===== src/rtl/oled_spi_scheduler.sv =====
// oled_spi_scheduler
// Shares one OLED SPI write port (SCLK, nCS, DnC, SDIN) between the command
// sequencer and the frame-data streamer. Each granted byte is shifted MSB
// first in SPI mode 0, with SCLK half-period = CLK_DIV clocks.
// Command wins by default. After MAX_CMD_RUN consecutive command grants made
// while data was waiting, the next grant goes to data.
// Optional feature: define OLED_SPI_BURST_EN to chain back-to-back bytes from
// the same requester without releasing nCS (the GAP phase is skipped).
//
// Handshake: a requester raises *_req_i with *_byte_i stable and holds both
// until it sees its one-cycle *_ack_o pulse. The byte is captured on the clock
// edge that raises the ack. The requester may change or drop req/byte only
// after the ack has been observed.
module oled_spi_scheduler #(
    parameter int unsigned CLK_DIV     = 4,
    parameter int unsigned MAX_CMD_RUN = 8
) (
    input  logic       clk_i,
    input  logic       rst_i,
    input  logic       cmd_req_i,
    input  logic [7:0] cmd_byte_i,
    output logic       cmd_ack_o,
    input  logic       data_req_i,
    input  logic [7:0] data_byte_i,
    output logic       data_ack_o,
    output logic       busy_o,
    output logic       sclk_o,
    output logic       ncs_o,
    output logic       dnc_o,
    output logic       sdin_o,
    output logic [1:0] state_o
);

    typedef enum logic [1:0] {
        S_IDLE  = 2'd0,
        S_SHIFT = 2'd1,
        S_HOLD  = 2'd2,
        S_GAP   = 2'd3
    } state_t;

    localparam logic [7:0] DIV_LAST = 8'(CLK_DIV - 1);
    localparam logic [7:0] MAX_RUN  = 8'(MAX_CMD_RUN);

    state_t     state_q;
    logic [7:0] div_q;      // cycle count inside the current half-period
    logic [3:0] phase_q;    // half-period index within the byte (0..15)
    logic [7:0] run_q;      // consecutive command grants while data waited
    logic [7:0] shift_q;
    logic       sclk_q;
    logic       ncs_q;
    logic       dnc_q;
    logic       sdin_q;
    logic       cmd_ack_q;
    logic       data_ack_q;
    logic       busy_q;

    logic       div_last;
    logic       any_req_d;
    logic       pick_data_d;
    logic [7:0] run_d;
    logic [7:0] grant_byte_d;
    logic       grant_d;

    assign div_last = (div_q == DIV_LAST);

    // Arbitration: pick the winner, its byte, the next run count, and whether
    // this edge is a grant edge.
    always_comb begin
        any_req_d    = cmd_req_i | data_req_i;
        pick_data_d  = data_req_i & (~cmd_req_i | (run_q == MAX_RUN));
        run_d        = '0;
        if (!pick_data_d && data_req_i) begin
            run_d = run_q + 8'd1;
        end
        grant_byte_d = pick_data_d ? data_byte_i : cmd_byte_i;
        grant_d      = 1'b0;
        case (state_q)
            S_IDLE:  grant_d = any_req_d;
`ifdef OLED_SPI_BURST_EN
            // Chain only when the same requester wins at the end of HOLD.
            S_HOLD:  grant_d = div_last & any_req_d & (pick_data_d == dnc_q);
`endif
            default: grant_d = 1'b0;
        endcase
    end

    // Main FSM: grant/capture, bit serialisation, HOLD and GAP timing.
    always_ff @(posedge clk_i) begin
        if (rst_i) begin
            state_q    <= S_IDLE;
            div_q      <= '0;
            phase_q    <= '0;
            run_q      <= '0;
            shift_q    <= '0;
            sclk_q     <= 1'b0;
            ncs_q      <= 1'b1;
            dnc_q      <= 1'b0;
            sdin_q     <= 1'b0;
            cmd_ack_q  <= 1'b0;
            data_ack_q <= 1'b0;
            busy_q     <= 1'b0;
        end else begin
            cmd_ack_q  <= 1'b0;
            data_ack_q <= 1'b0;
            if (grant_d) begin
                state_q    <= S_SHIFT;
                div_q      <= '0;
                phase_q    <= '0;
                run_q      <= run_d;
                shift_q    <= grant_byte_d;
                sdin_q     <= grant_byte_d[7];
                sclk_q     <= 1'b0;
                ncs_q      <= 1'b0;
                dnc_q      <= pick_data_d;
                busy_q     <= 1'b1;
                cmd_ack_q  <= ~pick_data_d;
                data_ack_q <= pick_data_d;
            end else begin
                case (state_q)
                    S_IDLE: begin
                    end
                    S_SHIFT: begin
                        if (div_last) begin
                            div_q <= '0;
                            if (phase_q == 4'd15) begin
                                state_q <= S_HOLD;
                                sclk_q  <= 1'b0;
                            end else begin
                                phase_q <= phase_q + 4'd1;
                                sclk_q  <= ~sclk_q;
                                // Falling SCLK edge: present the next bit.
                                if (sclk_q) begin
                                    sdin_q  <= shift_q[6];
                                    shift_q <= {shift_q[6:0], 1'b0};
                                end
                            end
                        end else begin
                            div_q <= div_q + 8'd1;
                        end
                    end
                    S_HOLD: begin
                        if (div_last) begin
                            div_q   <= '0;
                            state_q <= S_GAP;
                            ncs_q   <= 1'b1;
                        end else begin
                            div_q <= div_q + 8'd1;
                        end
                    end
                    S_GAP: begin
                        if (div_last) begin
                            div_q   <= '0;
                            state_q <= S_IDLE;
                            busy_q  <= 1'b0;
                        end else begin
                            div_q <= div_q + 8'd1;
                        end
                    end
                    default: state_q <= S_IDLE;
                endcase
            end
        end
    end

    assign cmd_ack_o  = cmd_ack_q;
    assign data_ack_o = data_ack_q;
    assign busy_o     = busy_q;
    assign sclk_o     = sclk_q;
    assign ncs_o      = ncs_q;
    assign dnc_o      = dnc_q;
    assign sdin_o     = sdin_q;
    assign state_o    = state_q;

endmodule


===== config.mk =====
export PLATFORM = sky130hd
export DESIGN_NAME = oled_spi_scheduler
export DESIGN_NICKNAME = d
export VERILOG_FILES = /design/src/rtl/oled_spi_scheduler.sv
export SDC_FILE = /design/constraint.sdc
export NUM_CORES = 1
export LEC_CHECK = 0
export ABC_AREA = 1
export ABC_CLOCK_PERIOD_IN_PS = 1800
export BUFFER_PORTS_ARGS = -buffer_cell sky130_fd_sc_hd__buf_2
export CELL_PAD_IN_SITES_DETAIL_PLACEMENT = 1
export CELL_PAD_IN_SITES_GLOBAL_PLACEMENT = 2
export CORE_AREA = 2 2 82 84
export CTS_BUF_LIST = sky130_fd_sc_hd__clkbuf_16
export CTS_CLUSTER_DIAMETER = 120
export DETAILED_ROUTE_END_ITERATION = 7
export DIE_AREA = 0 0 84 86
export HOLD_SLACK_MARGIN = 0.15
export PLACE_DENSITY_LB_ADDON = 0.1
export SYNTH_ARGS = -nofsm -noshare
export SYNTH_HDL_FRONTEND = slang
export SYNTH_SLANG_ARGS = --single-unit
export TNS_END_PERCENT = 50

===== constraint.sdc =====
create_clock -name clk_i -period 1.8 [get_ports clk_i]
set_input_delay 0.09 -clock clk_i [delete_from_list [all_inputs] [get_ports clk_i]]
set_output_delay 0.09 -clock clk_i [all_outputs]
set_load 0.005 [all_outputs]

Word-level counts from Yosys, hierarchy flattened
Index checks and enable logic that the tools add are counted.
{ "classes": {"n_reduce_logical": 20, "addsub": 3, "n_bitwise": 8, "n_mux": 27, "n_eq_ne": 15} }
{ "op_table": {"columns": ["op", "n"], "rows": [
  ["two-way mux 7 bit", 5],
  ["two-way mux 8 bit", 3],
  ["adder 8 x 1 -> 8 bit, second input constant", 2],
  ["two-way mux 1 bit", 14],
  ["!= test 3 bit, second input constant", 4],
  ["!= test 2 bit, second input constant", 5],
  ["AND reduction 5 bit", 2],
  ["nonzero test 2 bit", 5],
  ["== test 8 x 2 -> 1 bit, second input constant", 1],
  ["== test 8 x 4 -> 1 bit, second input constant", 1],
  ["two-way mux 2 bit", 4],
  ["one-hot mux 2 bit (3 select lines)", 1],
  ["AND reduction 2 bit", 3],
  ["NOT 1 bit", 5],
  ["adder 4 x 1 -> 4 bit, second input constant", 1],
  ["== test 2 bit, second input constant", 2],
  ["== test 4 bit, second input constant", 1],
  ["AND reduction 4 bit", 1],
  ["nonzero test 4 bit", 1],
  ["OR reduction 2 bit", 2],
  ["AND reduction 3 bit", 1],
  ["nonzero test 3 bit", 1],
  ["OR reduction 3 bit", 1],
  ["== test 2 x 1 -> 1 bit, second input constant", 1],
  ["5 further kinds", 6]
]} }
{ "word_totals": {"wordCells": 86, "in_bits": 20, "output_inout_bits": 9, "register_bits": 36} }

Depth between registers and ports, before layout
Gate-level depths: netlist of run 1.
{ "logic_depth": {"ltp_word": 6, "ltp_mapped": 9, "depth_no_buf": 9} }

Least setup slack after synthesis of run 1
No wires, ideal clock.
{ "synth_path": {"path_type": "register to register", "from": "reg state_q[0] (netlist: state_o[0])", "to": "reg div_q[5]", "setup_ps": 64, "period_less_slack_ps": 1489, "required_time_ps": 1736, "stages_incl_launch_ff": 9, "arrival_time_ps": 1425, "path_slack_ps": 311, "n_path_buf": 0, "path_cell_list": "dfxtp_1 inv_1 ha_1 nor2_1 nand4_1 nor2_2 xor2_1 inv_1 nor2_1"} }
{ "synth_between": {"elab_chain_cells": 3, "word_cells_on_any_way": 7, "cone_classes": "eq/ne: 3; mux: 1; reduce/logical: 3"} }
{ "synth_rtl": {"columns": ["item", "line_no", "rtl"], "rows": [
  ["from (decl)", "44", "state_t state_q;"],
  ["from (signal assigned)", "90", "state_q <= S_IDLE;"],
  ["from (signal assigned)", "106", "state_q <= S_SHIFT;"],
  ["from (signal assigned)", "126", "state_q <= S_HOLD;"],
  ["logical NOT 2 bit", "77", "case (state_q)"],
  ["two-way mux 1 bit", "77", null],
  ["OR reduction 2 bit (no source line)", null, null],
  ["to (signal assigned)", "138", "div_q <= div_q + 8'd1;"],
  ["to (signal assigned)", "147", "div_q <= div_q + 8'd1;"],
  ["to (signal assigned)", "156", "div_q <= div_q + 8'd1;"],
  ["to (decl)", "45", "logic [7:0] div_q;"]
]} }
Several ways; a longest one is shown, not always the timed one.
A chain may end at the register's enable or synchronous reset.

Worst setup path after layout of run 1
Same ends and word-level chain as after synthesis.

==> results of run 1 <==
==> registers in the layout (all words and copies together) (netlist names), 2 cells and up <==
signal and flops:
div_q 8, phase_q 4, run_q 8, shift_q 7
state_o 2
==> power by group through the flow <==
stage | Combinational [mW] | Clock [mW] | Sequential [mW]
2_1_floorplan | 0.173 | 0 | 0.865
3_3_place_gp | 0.260 | 0 | 0.866
3_5_place_dp | 0.261 | 0 | 0.866
4_1_cts | 0.265 | 0.830 | 0.850
5_1_grt | 0.298 | 0.866 | 0.854
6_report | 0.259 | 0.808 | 0.850
==> metrics by stage <==
stage	cell area, sq um	instances	setup slack, ps	power (mW)
2_1_floorplan	1970	265	311	1.04
4_1_cts	2360	379	200	1.95
3_5_place_dp	2210	370	224	1.13
6_report	2360	379	234	1.92
3_3_place_gp	2210	370	268	1.13
5_1_grt	2360	379	66.8	2.02
==> Yosys cell counts, types with 4 or more instances <==
master and n:
sky130_fd_sc_hd__dfxtp_1 36, sky130_fd_sc_hd__nand3_1 31, sky130_fd_sc_hd__inv_1 46, sky130_fd_sc_hd__nand2_1 31
sky130_fd_sc_hd__nand4_1 6, sky130_fd_sc_hd__ha_1 10, sky130_fd_sc_hd__a21oi_1 19, sky130_fd_sc_hd__nor2_1 30
sky130_fd_sc_hd__nand2_2 4, sky130_fd_sc_hd__o21ai_0 19, sky130_fd_sc_hd__xor2_1 5
==> cells by family (layout without fill, tap and decap cells) <==
group           Yosys count  in the layout  synth area share (%)
xor+xnor                  6              6                  2.66
compound gates           47             47                  13.2
flops                    36             36                  36.5
fa+ha+maj                10             10                  6.34
buf+inv                  51             88                  10.5
simple gates            115            115                  30.7
==> metal layers <==
layer  vias to the layer above  wire, um  GRT usage [%]
met5                         -         0              0
met4                         0        46           3.52
met3                         5       151           3.37
met2                        22      2010           22.8
met1                       801      2500           19.4
li1                        929         -              -
==> layout make-up <==
type	instances	area, sq um
clock inverters	2	8.76
flip-flops and latches	36	721
multi-input cells	178	1050
well taps	77	96.3
fillers	813	3910
repair buffers	34	190
clock buffers	5	125
inverters	47	176
==> what timing repair did <==
| item | in CTS | in global routing |
|---|---|---|
| endpoints found under the hold margin | 5 | 0 |
| hold buffers | 2 | 0 |
| endpoints found under the setup margin | 0 | 0 |
==> worst reg2reg max path, delay by kind of cell (launching register included) <==
family	cells	cell delay (ps)
buf+inv	2	130
flops	1	330
xor+xnor	1	160
fa+ha+maj	1	250
simple gates	4	640
==> worst paths after layout <==
path	slack, ps	depth (start not counted)	start	endpoint
worst max-delay path	230	8	state_o[0]	div_q[5]
worst min-delay path	150	5	cmd_byte_i[5]	shift_q[5]
worst max register to register	230	8	state_o[0]	div_q[5]
worst min register to register	480	2	dnc_o	dnc_o
==> run summary, run 1 <==
Number of enable-type register cells in the synthesized netlist -> 0
Seq/Total Area, Yosys -> 36.5%
Final antenna diode count -> 0
Die Footprint -> 0.00722 sq mm
Congestion Overflow GR -> 0
Proportion of power drawn by the clock network -> 42.2%
Stage delay of the slowest cell on the critical path -> 330 ps
Total number of vias -> 1757
Vias per cell -> 4.64
Synth top area cells -> sky130_fd_sc_hd__dfxtp_1 (37%), sky130_fd_sc_hd__inv_1 (8.7%), sky130_fd_sc_hd__nand3_1 (7.9%)
Buffer levels on the longest clock path -> 2
First-pass GRT wire length -> 8440 um
Clock skew after layout -> 6.53 ps
Cell chain of the critical path -> inv_1 > ha_1 > nor2_1 > nand4_1 > nor2_2 > xor2_1 > inv_1 > nor2_1
Max Clk Rate -> 638 MHz
Slew Limit Headroom -> 77.9%
Via count of the first global-routing pass -> 1804
Unique cell type count in the Yosys netlist -> 31
Hold Path Class -> primary input to flop
Data required time at the worst endpoint -> 2020 ps
Share of final-layout standard cells stronger than drive strength 1 -> 19.2%
Endpoints failing hold -> 0
Cell Int Power -> 1.43 mW
Total wire length after detailed routing -> 4700 um
Power dissipated by switching net loads -> 0.489 mW
Pin count of the biggest net entering global routing -> 18
Tightest hold margin -> 152 ps
Weighted congestion at the end of routability-driven global placement -> 0.726
Average wire per cell in the routed design -> 12.4 um
Die Wd -> 84 um
Global-route usage over all layers -> 14.2%
Post-CTS repair timing setup buffer count -> 0
CTS tree -> built
Maximum fanout along the worst path -> 4
CP max-delay cell -> sky130_fd_sc_hd__dfxtp_1
Number of cells produced by synthesis -> 265
Worst Path Class, Setup -> flop to flop
Clock transition time at the flip-flop clock pins of the worst setup and hold paths -> 60 ps
Leading cell type in the layout, fill and taps excluded -> sky130_fd_sc_hd__inv_1
Die extent in y -> 86 um
Run status -> finished, final reports clean
Number of H-tree levels -> 2
Placeable core region -> 0.00628 sq mm
Post-layout min period -> 1570 ps
Initial drt markers -> 33
Number of synthesized register bits -> 36
Post-layout net count -> 332
Total number of placement rows -> 29
Post-synth top flop -> sky130_fd_sc_hd__dfxtp_1
Slew Viols, Final -> 0
Element type at the critical path start -> flop
Starting density of the core -> 31.5%
Commonest non-fill, non-tap cells in the layout -> sky130_fd_sc_hd__inv_1 (47), sky130_fd_sc_hd__dfxtp_1 (36), sky130_fd_sc_hd__nand3_1 (31), sky130_fd_sc_hd__nand2_1 (31), sky130_fd_sc_hd__nor2_1 (30)
DR DRC count -> 0
TritonRoute pass-1 iters -> 4
HPWL after detailed placement -> 3580 um
Final critical-path share of the clock period -> 87.0%
Maximum vdd ir drop -> 455 uV
Cell area after synthesis -> 0.00197 sq mm
Fraction of power spent switching nets -> 25.5%
Endpoint type of the worst setup path -> flop
Endpoints failing setup -> 0
Number of instances resized during post-cts repair -> 0
Warnings, synthesis -> 0
Max-cap violation count -> 0
Clock buffers created by TritonCTS -> 5
Later-pin clock latency in the skew report -> 280 ps
Antenna violations before repair -> 0
CP Buf/Inv Count -> 2
Top Family by Delay on Critical Path -> simple AND/OR/NAND/NOR gates
Leading area contributor after synthesis -> sky130_fd_sc_hd__dfxtp_1
Seq pwr share -> 44.3%
Number of sinks on the clock net -> 36
Proportion of power drawn by combinational gates -> 13.5%
Share of flip-flops with an asynchronous set or reset after synthesis -> 0%
Fin Setup TNS -> 0 ps
CP Data Arrival Time -> 1780 ps
Top Ports -> 29
CTS Root Cell -> sky130_fd_sc_hd__clkbuf_16
Area share of the largest cell type after synthesis -> 36.5%
Measured slew at the worst slew-check pin -> 330 ps
Average footprint of a synthesized cell -> 7.45 sq um
Synthesized Nets -> 295
Post-route antenna net violation count -> 0
Power density of the placed cells -> 811 mW/mm^2
RSZ-0062 raised after global routing -> no
Leakage -> 1.07 nW
PortBufs -> 28
Share of the core filled with cells in the final layout -> 37.7%
Growth of design area from synthesis to finish -> 19.7%
Note: power is estimated with default switching activity, not from simulation.
==> inputs of run 2 (changes only) <==
--- a/config.mk
+++ b/config.mk
@@ -7,14 +7,14 @@
 export LEC_CHECK = 0
 export ABC_AREA = 1
 export ABC_CLOCK_PERIOD_IN_PS = 1800
-export BUFFER_PORTS_ARGS = -buffer_cell sky130_fd_sc_hd__buf_2
 export CELL_PAD_IN_SITES_DETAIL_PLACEMENT = 1
 export CELL_PAD_IN_SITES_GLOBAL_PLACEMENT = 2
-export CORE_AREA = 2 2 82 84
+export CORE_AREA = 2 2 79 81
 export CTS_BUF_LIST = sky130_fd_sc_hd__clkbuf_16
 export CTS_CLUSTER_DIAMETER = 120
 export DETAILED_ROUTE_END_ITERATION = 7
-export DIE_AREA = 0 0 84 86
+export DIE_AREA = 0 0 81 83
+export DONT_BUFFER_PORTS = 1
 export HOLD_SLACK_MARGIN = 0.15
 export PLACE_DENSITY_LB_ADDON = 0.1
 export SYNTH_ARGS = -nofsm -noshare
==> run 2 against run 1 <==
Net effect: clock-buffer cell count unchanged; total power down 0.15%; wire length down 1.8%; clock power about the same; register-to-register slack worse by 30 ps; utilization up 3.7 points; global-route usage up 1.1 points; sequential power about the same; critical path depth down 1; clock skew down 4.2 ps; highest routed layer unchanged.
==> run summary, run 2 (same netlist as run 1, synthesis figures left out) <==
Clock transition time at the flip-flop clock pins of the worst setup and hold paths -> 50 ps (was 60 ps)
Die Footprint -> 0.00672 sq mm (was 0.00722 sq mm)
Hold Path Class -> primary input to flop (unchanged)
Maximum fanout along the worst path -> 17 (was 4)
Number of sinks on the clock net -> 36 (unchanged)
Global-route usage over all layers -> 15.3% (was 14.2%)
Worst setup slack before clock tree synthesis -> 185 ps (was 224 ps)
Number of H-tree levels -> 2 (unchanged)
CTS tree -> built (unchanged)
Final setup margin -> 203 ps (was 234 ps)
DR DRC count -> 0 (unchanged)
CP Data Arrival Time -> 1760 ps (was 1780 ps)
Maximum vdd ir drop -> 401 uV (was 455 uV)
Endpoints failing setup -> 0 (unchanged)
Weighted congestion at the end of routability-driven global placement -> 0.722 (was 0.726)
Element type at the critical path start -> flop (unchanged)
Later-pin clock latency in the skew report -> 280 ps (about the same)
Leakage -> 1.02 nW (was 1.07 nW)
Share of final-layout standard cells stronger than drive strength 1 -> 10.6% (was 19.2%)
First-pass GRT wire length -> 8190 um (was 8440 um)
Vias per cell -> 4.77 (was 4.64)
Clock buffers created by TritonCTS -> 5 (unchanged)
RSZ-0062 raised after global routing -> no (unchanged)
Critical Path Most Common Cell -> sky130_fd_sc_hd__inv_1
Leading cell type in the layout, fill and taps excluded -> sky130_fd_sc_hd__inv_1 (unchanged)
Total number of placement rows -> 28 (was 29)
Post-layout min period -> 1600 ps (was 1570 ps)
HPWL after detailed placement -> 3360 um (was 3580 um)
Post-route antenna net violation count -> 0 (unchanged)
Initial drt markers -> 29 (was 33)
Total number of vias -> 1755 (was 1757)
TritonRoute pass-1 iters -> 4 (unchanged)
Antenna violations before repair -> 0 (unchanged)
Top Ports -> 29 (unchanged)
Max Clk Rate -> 626 MHz (was 638 MHz)
Post-layout net count -> 323 (was 332)
Endpoint type of the worst setup path -> flop (unchanged)
Stage delay of the slowest cell on the critical path -> 310 ps (was 330 ps)
Worst Path Class, Setup -> flop to flop (unchanged)
Top Family by Delay on Critical Path -> buffers and inverters (was simple AND/OR/NAND/NOR gates)
Data required time at the worst endpoint -> 1960 ps (was 2020 ps)
Registers with the most flip-flops -> div_q (8), run_q (8), shift_q (7) (unchanged)
Endpoints failing hold -> 0 (unchanged)
Placeable core region -> 0.00582 sq mm (was 0.00628 sq mm)
CP max-delay cell -> sky130_fd_sc_hd__dfxtp_1 (unchanged)
Fin Setup TNS -> 0 ps (unchanged)
Buffer levels on the longest clock path -> 2 (unchanged)
Pin count of the biggest net entering global routing -> 18 (unchanged)
Power density of the placed cells -> 796 mW/mm^2 (was 811 mW/mm^2)
Run status -> finished, final reports clean (unchanged)
Clock skew after layout -> 2.32 ps (was 6.53 ps)
Final antenna diode count -> 0 (unchanged)
Total wire length after detailed routing -> 4620 um (was 4700 um)
Post-CTS repair timing setup buffer count -> 0 (unchanged)
Die extent in y -> 83 um (was 86 um)
Final critical-path share of the clock period -> 88.7% (was 87.0%)
CP Buf/Inv Count -> 2 (unchanged)
PortBufs -> 0 (was 28)
Growth of design area from synthesis to finish -> 21.8% (was 19.7%)
Cell chain of the critical path -> inv_1 > ha_1 > nand2_8 > inv_1 > nand4_1 > xor2_1 > nor2_1 (was inv_1 > ha_1 > nor2_1 > nand4_1 > nor2_2 > xor2_1 > inv_1 > nor2_1)
Measured slew at the worst slew-check pin -> 608 ps (was 330 ps)
Via count of the first global-routing pass -> 1821 (was 1804)
Max-cap violation count -> 0 (unchanged)
Commonest non-fill, non-tap cells in the layout -> sky130_fd_sc_hd__inv_1 (46), sky130_fd_sc_hd__dfxtp_1 (36), sky130_fd_sc_hd__nand3_1 (31), sky130_fd_sc_hd__nand2_1 (31), sky130_fd_sc_hd__nor2_1 (30) (was sky130_fd_sc_hd__inv_1 (47), sky130_fd_sc_hd__dfxtp_1 (36), sky130_fd_sc_hd__nand3_1 (31), sky130_fd_sc_hd__nand2_1 (31), sky130_fd_sc_hd__nor2_1 (30))
Slew Limit Headroom -> 59.3% (was 77.9%)
Slew Viols, Final -> 0 (unchanged)
Average wire per cell in the routed design -> 12.5 um (was 12.4 um)
Congestion Overflow GR -> 0 (unchanged)
CTS Root Cell -> sky130_fd_sc_hd__clkbuf_16 (unchanged)
Die Wd -> 81 um (was 84 um)
Starting density of the core -> 34.0% (was 31.5%)
[run 2: tightest hold or removal path, stage by stage]
cell and delay [ps]:
sky130_fd_sc_hd__inv_1 130, sky130_fd_sc_hd__o21ai_0 120, sky130_fd_sc_hd__a21oi_1 40
[run 2: area by class of cell]
class                   instances  area, sq um
multi-input cells             178         1050
fillers                       733         3410
clock inverters                 2         7.51
repair buffers                 25          235
flip-flops and latches         36          721
clock buffers                   5          125
well taps                      75         93.8
inverters                      47          176
[run 2: repair_timing]
| action | 4_1_cts | 5_1_grt |
|---|---|---|
| hold endpoints to repair | 17 | 0 |
| resized for setup | 0 | 0 |
| hold buffers | 19 | 0 |
[run 2: per-stage QoR]
step / cells / util, % / area, sq um / hold slack, ps / power (mW)
after detailed placement: 342 / 35.8 / 2080 / 163 / 1.09
after global routing: 368 / 41.4 / 2400 / 174 / 2.02
after floorplan: 265 / - / 1970 / 159 / 1.04
after CTS: 368 / 41.4 / 2400 / 155 / 1.96
final: 368 / 41.4 / 2400 / 149 / 1.91
after global placement: 342 / 35.8 / 2080 / 160 / 1.09
[run 2: metal layers]
layer  vias to the layer above  routed length [um]  share of wire, %  global-route usage (%)
li1                        910                   -                 -                       -
met1                       816                2230                48                    19.2
met2                        24                2140                46                    24.8
met3                         5                 199               4.3                    4.78
met4                         0                  51               1.1                    4.62
met5                         -                   0                 0                       0
[run 2: report_power, final]
group / switching, mW / total, mW / internal [mW] / leakage, nW
clock network: 0.311 / 0.805 / 0.495 / 0.0648
registers: 0.0205 / 0.853 / 0.832 / 0.293
logic: 0.152 / 0.255 / 0.103 / 0.664
[run 2: path summary, 6_finish.rpt]
| path | start | endpoint | slack [ps] | cells past startpoint |
|---|---|---|---|---|
| min | rst_i | shift_q[1] | 150 | 3 |
| max | state_o[1] | run_q[5] | 200 | 7 |
| min reg2reg | phase_q[0] | phase_q[0] | 490 | 2 |
| max reg2reg | state_o[1] | run_q[5] | 200 | 7 |
